File: config.mk
export PLATFORM = sky130hd
export DESIGN_NAME = dca_matrix_lsu_txn_gen
export DESIGN_NICKNAME = d
export VERILOG_FILES = /design/src/rtl/dca_matrix_lsu_txn_gen_pkg.sv /design/src/rtl/dca_matrix_lsu_txn_gen_burst_calc.sv /design/src/rtl/dca_matrix_lsu_txn_gen.sv
export SDC_FILE = /design/constraint.sdc
export NUM_CORES = 1
export LEC_CHECK = 0
export ABC_AREA = 1
export CAP_MARGIN = 20
export CORE_UTILIZATION = 41
export DETAILED_ROUTE_END_ITERATION = 12
export DONT_BUFFER_PORTS = 1
export HOLD_SLACK_MARGIN = 0.12
export RECOVER_POWER = 100
export SLEW_MARGIN = 10
export SYNTH_ARGS = -nofsm -noshare
export SYNTH_HDL_FRONTEND = slang
export SYNTH_SLANG_ARGS = --single-unit
File: constraint.sdc
create_clock -name clk -period 4.1 [get_ports clk]
set_input_delay 0.41 -clock clk [delete_from_list [all_inputs] [get_ports clk]]
set_output_delay 0.41 -clock clk [all_outputs]
set_load 0.01 [all_outputs]
File: src/rtl/dca_matrix_lsu_txn_gen_pkg.sv
// Shared definitions for the matrix LSU transaction generator and its downstream issuer.
// txn_info layout (LSB first): bitaddr, alen[7:0], last_of_row, last_of_inst.
package dca_matrix_lsu_txn_gen_pkg;

  localparam int BOUNDARY_4K_LOG2 = 12;
  localparam int TXN_ALEN_W       = 8;
  localparam int TXN_FLAG_W       = 2;
  localparam int TXN_BITADDR_LSB  = 0;

  // Bit positions depend on the bitaddr width, which is a parameter of the block.
  function automatic int txn_alen_lsb(input int bw_bitaddr);
    return bw_bitaddr;
  endfunction

  function automatic int txn_lor_bit(input int bw_bitaddr);
    return bw_bitaddr + TXN_ALEN_W;
  endfunction

  function automatic int txn_loi_bit(input int bw_bitaddr);
    return bw_bitaddr + TXN_ALEN_W + 1;
  endfunction

  typedef enum logic [1:0] {
    ST_IDLE  = 2'd0,
    ST_CALC  = 2'd1,
    ST_ISSUE = 2'd2,
    ST_DONE  = 2'd3
  } txn_state_e;

endpackage

File: src/rtl/dca_matrix_lsu_txn_gen_burst_calc.sv
// Combinational burst sizing: min(remaining beats, max burst, beats to 4 KB edge) plus last flags.
// Shared between the read- and write-side transaction generators.
module dca_matrix_lsu_txn_gen_burst_calc
  import dca_matrix_lsu_txn_gen_pkg::*;
#(
  parameter int BW_AXI_DATA   = 32,
  parameter int MAX_BURST_LEN = 16,
  parameter int BW_NUM        = 16,
  parameter int BW_REM        = BW_NUM + 4
) (
  input  logic [BW_REM-1:0]           rem_beats,
  input  logic [BOUNDARY_4K_LOG2-1:0] addr_lo,
  input  logic [BW_NUM-1:0]           row_cnt,
  input  logic [BW_NUM-1:0]           num_row_m1,
  output logic [8:0]                  beats,
  output logic [TXN_ALEN_W-1:0]       alen,
  output logic                        last_of_row,
  output logic                        last_of_inst
);

  localparam int BYTES = BW_AXI_DATA / 8;
  localparam int BL    = $clog2(BYTES);
  localparam logic [BW_REM-1:0] MAX_W = BW_REM'(MAX_BURST_LEN);

  logic [BOUNDARY_4K_LOG2:0] to4k_bytes;
  logic [BW_REM-1:0]         lim;
  logic [BW_REM-1:0]         beats_w;
  logic [BW_REM-1:0]         alen_w;
  logic                      unused_hi;

  always_comb begin
    to4k_bytes = (BOUNDARY_4K_LOG2+1)'(1 << BOUNDARY_4K_LOG2) - {1'b0, addr_lo};
    lim        = BW_REM'(to4k_bytes >> BL);
    if (lim > MAX_W) lim = MAX_W;
    beats_w    = (rem_beats < lim) ? rem_beats : lim;
    alen_w     = beats_w - BW_REM'(1);
  end

  // beats is 1..256, so the upper bits are always zero.
  assign beats        = beats_w[8:0];
  assign alen         = alen_w[TXN_ALEN_W-1:0];
  assign last_of_row  = (beats_w == rem_beats);
  assign last_of_inst = last_of_row & (row_cnt == num_row_m1);
  assign unused_hi    = ^{beats_w[BW_REM-1:9], alen_w[BW_REM-1:TXN_ALEN_W]};

endmodule

File: src/rtl/dca_matrix_lsu_txn_gen.sv
// Matrix LSU transaction generator: walks a matrix row by row and emits one
// AXI-legal INCR burst descriptor per handshake to the downstream issuer.
module dca_matrix_lsu_txn_gen
  import dca_matrix_lsu_txn_gen_pkg::*;
#(
  parameter int BW_AXI_ADDR   = 32,
  parameter int BW_AXI_DATA   = 32,
  parameter int MAX_BURST_LEN = 16,
  parameter int BW_NUM        = 16,
  parameter int BW_BITADDR    = BW_AXI_ADDR + 3
) (
  input  logic                     clk,
  input  logic                     rstnn,
  input  logic                     clear,
  input  logic                     inst_valid,
  output logic                     inst_ready,
  input  logic [BW_AXI_ADDR-1:0]   inst_addr,
  input  logic [BW_AXI_ADDR-1:0]   inst_stride,
  input  logic [BW_NUM-1:0]        inst_num_row_m1,
  input  logic [BW_NUM-1:0]        inst_num_col_m1,
  input  logic [1:0]               inst_esize_log2,
  output logic                     txn_valid,
  input  logic                     txn_ready,
  output logic [BW_BITADDR+9:0]    txn_info,
  output logic                     busy,
  output logic                     done,
  output logic                     align_err
);

  localparam int BYTES   = BW_AXI_DATA / 8;
  localparam int BL      = $clog2(BYTES);
  localparam int BW_REM  = BW_NUM + 4;
  localparam int BW_INFO = BW_BITADDR + TXN_ALEN_W + TXN_FLAG_W;
  localparam int LOI_BIT = txn_loi_bit(BW_BITADDR);
  localparam logic [BW_AXI_ADDR-1:0] ADDR_MASK = ~BW_AXI_ADDR'(BYTES - 1);

  txn_state_e state, state_nxt;
  logic                   rdy_q;
  logic [BW_AXI_ADDR-1:0] row_addr, cur_addr, stride_q;
  logic [BW_NUM-1:0]      num_row_m1_q, row_cnt;
  logic [BW_REM-1:0]      row_beats, rem_beats;
  logic [8:0]             beats_q;
  logic [BW_INFO-1:0]     info_q;
  logic                   align_err_q;

  logic [BW_REM-1:0]      col_ext, row_bytes, row_beats_new;
  logic                   misaligned;
  logic [BW_AXI_ADDR-1:0] beat_bytes, next_row_addr;
  logic [8:0]             calc_beats;
  logic [TXN_ALEN_W-1:0]  calc_alen;
  logic                   calc_lor, calc_loi;
  logic                   inst_acc, calc_en, txn_hs;

  dca_matrix_lsu_txn_gen_burst_calc #(
    .BW_AXI_DATA  (BW_AXI_DATA),
    .MAX_BURST_LEN(MAX_BURST_LEN),
    .BW_NUM       (BW_NUM),
    .BW_REM       (BW_REM)
  ) u_burst_calc (
    .rem_beats   (rem_beats),
    .addr_lo     (cur_addr[BOUNDARY_4K_LOG2-1:0]),
    .row_cnt     (row_cnt),
    .num_row_m1  (num_row_m1_q),
    .beats       (calc_beats),
    .alen        (calc_alen),
    .last_of_row (calc_lor),
    .last_of_inst(calc_loi)
  );

  always_ff @(posedge clk or negedge rstnn) begin
    if (!rstnn) state <= ST_IDLE;
    else        state <= state_nxt;
  end

  // clear overrides every state; txn_valid and done are gated so the abort is visible at once.
  always_comb begin
    state_nxt  = state;
    inst_ready = 1'b0;
    txn_valid  = 1'b0;
    done       = 1'b0;
    busy       = (state != ST_IDLE);
    if (clear) begin
      state_nxt = ST_IDLE;
    end else begin
      case (state)
        ST_IDLE: begin
          inst_ready = rdy_q;
          if (inst_valid && rdy_q) state_nxt = ST_CALC;
        end
        ST_CALC: state_nxt = ST_ISSUE;
        ST_ISSUE: begin
          txn_valid = 1'b1;
          if (txn_ready) state_nxt = info_q[LOI_BIT] ? ST_DONE : ST_CALC;
        end
        ST_DONE: begin
          done      = 1'b1;
          state_nxt = ST_IDLE;
        end
        default: state_nxt = ST_IDLE;
      endcase
    end
  end

  always_comb begin
    col_ext       = BW_REM'(inst_num_col_m1) + BW_REM'(1);
    row_bytes     = col_ext << inst_esize_log2;
    row_beats_new = (row_bytes >> BL) + BW_REM'(|row_bytes[BL-1:0]);
    misaligned    = |{inst_addr[BL-1:0], inst_stride[BL-1:0]};
    beat_bytes    = BW_AXI_ADDR'(beats_q) << BL;
    next_row_addr = row_addr + stride_q;
  end

  assign inst_acc = inst_valid & inst_ready;
  assign calc_en  = (state == ST_CALC) & ~clear;
  assign txn_hs   = txn_valid & txn_ready;

  // inst_ready is registered so it reads 0 while reset is held and for the first cycle after.
  always_ff @(posedge clk or negedge rstnn) begin
    if (!rstnn) begin
      rdy_q        <= 1'b0;
      row_addr     <= '0;
      cur_addr     <= '0;
      stride_q     <= '0;
      num_row_m1_q <= '0;
      row_cnt      <= '0;
      row_beats    <= '0;
      rem_beats    <= '0;
      beats_q      <= '0;
      info_q       <= '0;
      align_err_q  <= 1'b0;
    end else begin
      rdy_q <= (state_nxt == ST_IDLE);
      if (inst_acc) begin
        row_addr     <= inst_addr & ADDR_MASK;
        cur_addr     <= inst_addr & ADDR_MASK;
        stride_q     <= inst_stride & ADDR_MASK;
        num_row_m1_q <= inst_num_row_m1;
        row_cnt      <= '0;
        row_beats    <= row_beats_new;
        rem_beats    <= row_beats_new;
        if (misaligned) align_err_q <= 1'b1;
      end
      if (calc_en) begin
        beats_q <= calc_beats;
        info_q  <= {calc_loi, calc_lor, calc_alen, cur_addr, 3'b000};
      end
      if (txn_hs) begin
        if (info_q[LOI_BIT-1]) begin
          row_addr  <= next_row_addr;
          cur_addr  <= next_row_addr;
          row_cnt   <= row_cnt + BW_NUM'(1);
          rem_beats <= row_beats;
        end else begin
          cur_addr  <= cur_addr + beat_bytes;
          rem_beats <= rem_beats - BW_REM'(beats_q);
        end
      end
    end
  end

  assign txn_info  = info_q;
  assign align_err = align_err_q;

endmodule

# Word-level counts from Yosys, hierarchy flattened
# Cells that the tools add are included.
# Widths: inputs -> output; s select.
classes:
  order_cmp: 2
  n_reduce_logical: 8
  eq_ne: 5
  n_addsub: 8
  muxes: 25
  bitwise_logic: 5
  shift: 1
ops:
  columns: ["op", "count"]
  rows:
  - ["$mux 32", 6]
  - ["$mux 20", 4]
  - ["$mux 16", 3]
  - ["$add 32x11->32", 1]
  - ["$add 32x32->32", 1]
  - ["$eq 20x20->1", 1]
  - ["$lt 20x20->1", 1]
  - ["$shl 17x2->20", 1]
  - ["$sub 20x9->20", 1]
  - ["$add 18x1->19", 1]
  - ["$add 16x1->17 const B", 1]
  - ["$add 16x1->16 const B", 1]
  - ["$eq 16x16->1", 1]
  - ["$sub 13x12->13 const A", 1]
  - ["$gt 11x5->1 const B", 1]
  - ["$mux 11", 1]
  - ["$mux 2", 4]
  - ["$pmux 2 s4", 1]
  - ["$sub 8x1->8 const B", 1]
  - ["$mux 1", 6]
  - ["$and 1x1->1", 4]
  - ["$eq 2x2->1 const B", 2]
  - ["$logic_not 2->1", 2]
  - ["$reduce_bool 2->1", 2]
  - ["6 further kinds", 6]
word_totals:
  word_cells: 66
  out_inout_bits: 50
  regBits: 221

# Logic depth before layout (Yosys ltp)
depth:
  ltp_word: 7
  depth_mapped: 27
  ltp_nobuf: 27

# By module
# A second synthesis with hierarchy kept.
unflattened:
  cells_unflattened: 2140
  area_unflattened_um2: 15030.7
by_module_without_submodules:
  columns: ["mod", "cells_per_inst", "n_inst", "seq_area_each_um2", "area_per_inst_um2"]
  rows:
  - ["dca_matrix_lsu_txn_gen", 1935, 1, 5505.3, 13834.5]
  - ["dca_matrix_lsu_txn_gen_burst_calc", 205, 1, 0.0, 1196.1]

# Worst setup path before layout
# Ideal clock, no wire load.
synth_timing:
  path_kind: "register to register"
  startpoint: "register cur_addr[3]"
  endpoint: "register info_q[39] (netlist: txn_info[39])"
  slack_ns: 1.208
  arrival_time_ns: 2.769
  path_stages_with_launch: 25
  setup_ns: 0.122
  path_buffers: 0
  cell_sequence: "dfrtp_1 nor2_4 nand2_2 nor2_4 nand2_1 nand2_1 nand2_1 nor2_1 nand3_1 nand2_2 inv_1 nor2_1 inv_1 ha_1 a21oi_1 nand2_2 nand2_4 nand2_4 nand2_1 nand2_2 ha_1 nand2_1 nor2_1 nor2_1 a21oi_1"
synth_between:
  elab_chain_len: 6
synth_lines:
  columns: ["element", "line_no", "text"]
  rows:
  - ["from (decl)", "dca_matrix_lsu_txn_gen.sv:39", "logic [BW_AXI_ADDR-1:0] row_addr, cur_addr, stride_q;"]
  - ["from (signal assigned)", "dca_matrix_lsu_txn_gen.sv:135", "cur_addr <= inst_addr & ADDR_MASK;"]
  - ["from (signal assigned)", "dca_matrix_lsu_txn_gen.sv:150", "cur_addr <= next_row_addr;"]
  - ["from (signal assigned)", "dca_matrix_lsu_txn_gen.sv:154", "cur_addr <= cur_addr + beat_bytes;"]
  - ["$sub 13x12->13 *", "dca_matrix_lsu_txn_gen_burst_calc.sv:32", "to4k_bytes = (BOUNDARY_4K_LOG2+1)'(1 << BOUNDARY_4K_LOG2) - {1'b0, addr_lo};"]
  - ["$gt 11x5->1", "dca_matrix_lsu_txn_gen_burst_calc.sv:34", "if (lim > MAX_W) lim = MAX_W;"]
  - ["$mux 11 *", "dca_matrix_lsu_txn_gen_burst_calc.sv:34", null]
  - ["$lt 20x20->1", "dca_matrix_lsu_txn_gen_burst_calc.sv:35", "beats_w = (rem_beats < lim) ? rem_beats : lim;"]
  - ["$mux 20 *", "dca_matrix_lsu_txn_gen_burst_calc.sv:35", null]
  - ["$sub 8x1->8 *", "dca_matrix_lsu_txn_gen_burst_calc.sv:36", "alen_w = beats_w - BW_REM'(1);"]
  - ["to (signal assigned)", "dca_matrix_lsu_txn_gen.sv:145", "info_q <= {calc_loi, calc_lor, calc_alen, cur_addr, 3'b000};"]
  - ["to (decl)", "dca_matrix_lsu_txn_gen.sv:43", "logic [BW_INFO-1:0] info_q;"]
# Every way passes the cells marked *; elsewhere a longest branch is shown, timed or not.
# A chain may end at the register's enable or synchronous reset.

# Worst setup path in the final report
# Ends and elaborated chain as after synthesis.

==> run metrics <==
prevailing post-synth register cell=dfrtp_1; via count=13050; Worst EP required=about 4.5 ns; crit path time final=roughly 3.5 ns; Worst setup SP type=flip-flop; global route overflow=0; Max Clk Rate=282.7 MHz; chip height=187.6 um; post-CTS setup buffers=0; arrival time worst endpoint=approximately 4 ns; clock share of power=between 20% and 30%; CTS H-tree lvls=1; Clock Path Buffers=3; first-pass GRT wire length=around 68000 um; number of synthesized flops with an enable pin=0; Net Sw Power=~4.0 mW; Worst Setup End Kind=flip-flop; sw frac=~41%; Setup WS pre-CTS=roughly 0.84 ns; CP max stage delay=roughly 0.43 ns; actual slew at the worst max-slew pin=about 1.7 ns; GRT Resource Usage Total=23.79%; cells after synthesis=approximately 1900; ys async rst share=between 90% and 100%; leakage power figure=between 7 and 8 nW; Min-Delay Path Class=in -> async; Slew Limit Fails=83; Setup TNS=0 ns; crit-path max FO=8; Hold Violations, Final=220; vias in the first global route=12600; CP bufs+invs=2; Worst Setup Slack, final=about 0.56 ns; Starting Density=between 40% and 50%; share of layout cells above drive strength 1=5.747%; cts bufs inserted=26; CTS tree=yes; Hold-fix buffers, CTS=72; remaining antenna violation count=0; Core Rows=67; largest net degree at the start of global routing=221; # IOs=153; Slowest-stage cell, CP=dfrtp_1; Routed WL per cell=roughly 17 um; vias per cell=5.323; Peak VDD IR=approximately 0.43 mV; area grow syn2layout=14.33%; slew margin rel.=-15.69%; Logic pwr share=37.2%; cell family with most CP delay=simple AND/OR/NAND/NOR gates; Layout Nets=2150; P_int=between 5 and 6 mW; RePlAce Congestion=approximately 0.9; DRT Pass-1 Iters=5; outcome=complete, but fails checks; Final Skew=just over 0.03 ns; failing checks=negative hold slack, max-capacitance violations, max-slew violations; synthesized area=approximately 14000 sq um; register share of total power=between 30% and 40%; clock-pin transition on the worst setup and hold timing paths=approximately 0.060 ns; residual DRC count=0; dpl hpwl=about 30000 um; clock net sink count=220; Warnings, synthesis=0; Power Density=between 600 and 700 nW/um^2; core area=roughly 34000 sq um; fin crit share=86.27%; Routed WL=between 40000 and 50000 um; die footprint=approximately 35000 sq um; Hold WS=-0.4488 ns; root buf cell=clkbuf_16; # setup viols final=0; post-synthesis sequential area ratio=~39%; Die W=187.6 um; max cap viols=1; antenna violations before repair=2; R2R setup slack=between 0.5 and 0.6 ns; fill cell count=~3400; crit path cell chain=nor2_1, nand2_1, nor2_4, nand2_1, nand2_1, nand2_1, nor2_1, nand2_1, nand2_1, inv_1, nor2_1, inv_1, ha_1, a21oi_1, nand2_2, nand2_4, nand2_4, nand2_1, nand2_2, ha_1, nand2_1, nor2_1, nor2_1, a21oi_1; Clk Latency, worst-skew pair=0.56 ns; flops & latches, synth=220; Port Buffer Count=0; WS Path Type=reg -> reg; syn_area_per_cell=7.323 sq um; RSZ-0062 raised after global routing=false; initial DRC count=about 1100; Critical Path Most Common Cell=nand2_1; DP Cell Count=2330; Finished Layout Cells=~2500; Yosys cell types=63
==> cells in the mapped netlist, drive strengths merged (20+ instances only) <==
cell | number | area [sq um]
xnor2 | 25 | 219.0
nor2 | 117 | 514.3
a21oi | 105 | 525.5
o211ai | 23 | 172.7
nand3 | 102 | 543.0
inv | 177 | 664.4
buf | 22 | 105.1
clkbuf | 45 | 168.9
a22oi | 20 | 155.1
nand4 | 24 | 162.7
nor3 | 29 | 185.2
xor2 | 30 | 270.3
o21ai | 198 | 1040
nand2 | 647 | 2476
dfrtp | 220 | 5505
ha | 62 | 775.7
==> cell type report <==
class                           instances  area [sq um]  area share (%)
Multi-Input combinational cell       1470          7664           47.45
Sequential cell                       220          5505           34.09
Timing Repair Buffer                   85         814.5           5.043
Clock buffer                           31         699.4           4.331
Inverter                              179         673.1           4.168
Tap cell                              448         560.5           3.471
Clock inverter                         16         229.0           1.418
Antenna cell                            2         5.005         0.03099
==> registers in the layout, summed over array words and instances (netlist names) <==
| name | count |
|---|---|
| rem_beats | 20 |
| num_row_m1_q | 16 |
| row_beats | 19 |
| stride_q | 30 |
| row_cnt | 16 |
| state | 2 |
| beats_q | 9 |
| align_err | 1 |
| cur_addr | 32 |
| rdy_q | 1 |
| row_addr | 32 |
| txn_info | 42 |
==> per-layer routing <==
layer,routed length (um),share of wire [%],track usage [%],vias to the layer above
met5,0,0,0,-
met4,1038,2.5,6.316,0
met1,20390,49,35.64,6042
met3,3231,7.7,4.211,60
li1,-,-,-,6489
met2,17180,41,34.94,456
==> final timing paths <==
kind,startpoint,to,cells after the start
worst max-delay path,cur_addr[3]$_DFFE_PN0P_,txn_info[39]$_DFFE_PN0P_,24
worst min-delay path,rstnn,txn_info[42]$_DFFE_PN0P_,0
worst max register to register,cur_addr[3]$_DFFE_PN0P_,txn_info[39]$_DFFE_PN0P_,24
worst min register to register,row_addr[1]$_DFFE_PN0P_,row_addr[1]$_DFFE_PN0P_,2
max in group asynchronous,rstnn,row_cnt[6]$_DFF_PN0_,0
min in group clk,inst_addr[5],row_addr[5]$_DFF_PN0_,2
==> power groups by stage <==
stage                     clock, mW  combinational (mW)  sequential [mW]
final                          2.54                3.65             3.62
after global routing           2.67                4.17             3.71
after CTS                      2.58                3.63             3.62
after detailed placement          0                3.54             3.65
after global placement            0                3.50             3.63
after floorplan                   0                2.80             3.40
==> metrics by stage <==
| step | util (%) | area [sq um] | total power, mW | hold slack (ns) |
|---|---|---|---|---|
| 2_1_floorplan | - | 14150 | 6.201 | 0.1144 |
| 3_3_place_gp | 43.21 | 14560 | 7.133 | 0.1240 |
| 3_5_place_dp | 43.21 | 14560 | 7.193 | 0.1238 |
| 4_1_cts | 48.11 | 16210 | 9.830 | -0.4659 |
| 5_1_grt | 47.92 | 16150 | 10.55 | -0.4614 |
| 6_report | 47.92 | 16150 | 9.806 | -0.4488 |
==> kinds of logic after synthesis <==
group                    share of synthesized area (%)
AO/OA/AOI/OAI                                    16.24
XOR/XNOR                                         3.463
adder cells (fa/ha/maj)                          5.917
buffers and inverters                            6.696
flip-flops                                       38.97
multiplexers                                    0.3011
other                                          0.05316
AND/OR/NAND/NOR                                  28.36
==> repair_timing <==
action	4_1_cts	5_1_grt
endpoints found under the setup margin	0	0
endpoints found under the hold margin	303	220
gates resized for setup	0	0
==> placed cells by master, fill, tap and decap left out, types with 7 or more instances in the layout <==
master,synthesis,final
nand2_2,13,9
conb_1,2,9
ha_1,62,62
nand4_1,22,22
nor2_4,8,7
buf_4,3,7
o21ai_2,10,10
dlygate4sd3_1,0,72
nor2_1,103,106
o21ai_1,24,14
xnor2_1,25,25
a31oi_1,13,13
o211ai_1,23,23
a21oi_1,105,105
o21ai_0,163,173
nand2_1,632,636
nand3_1,97,97
clkbuf_16,0,26
nor4_1,8,8
nor3_1,21,24
inv_1,168,170
dfrtp_1,220,220
a22oi_1,19,19
xor2_1,29,29
(Power assumes the default switching activity.)
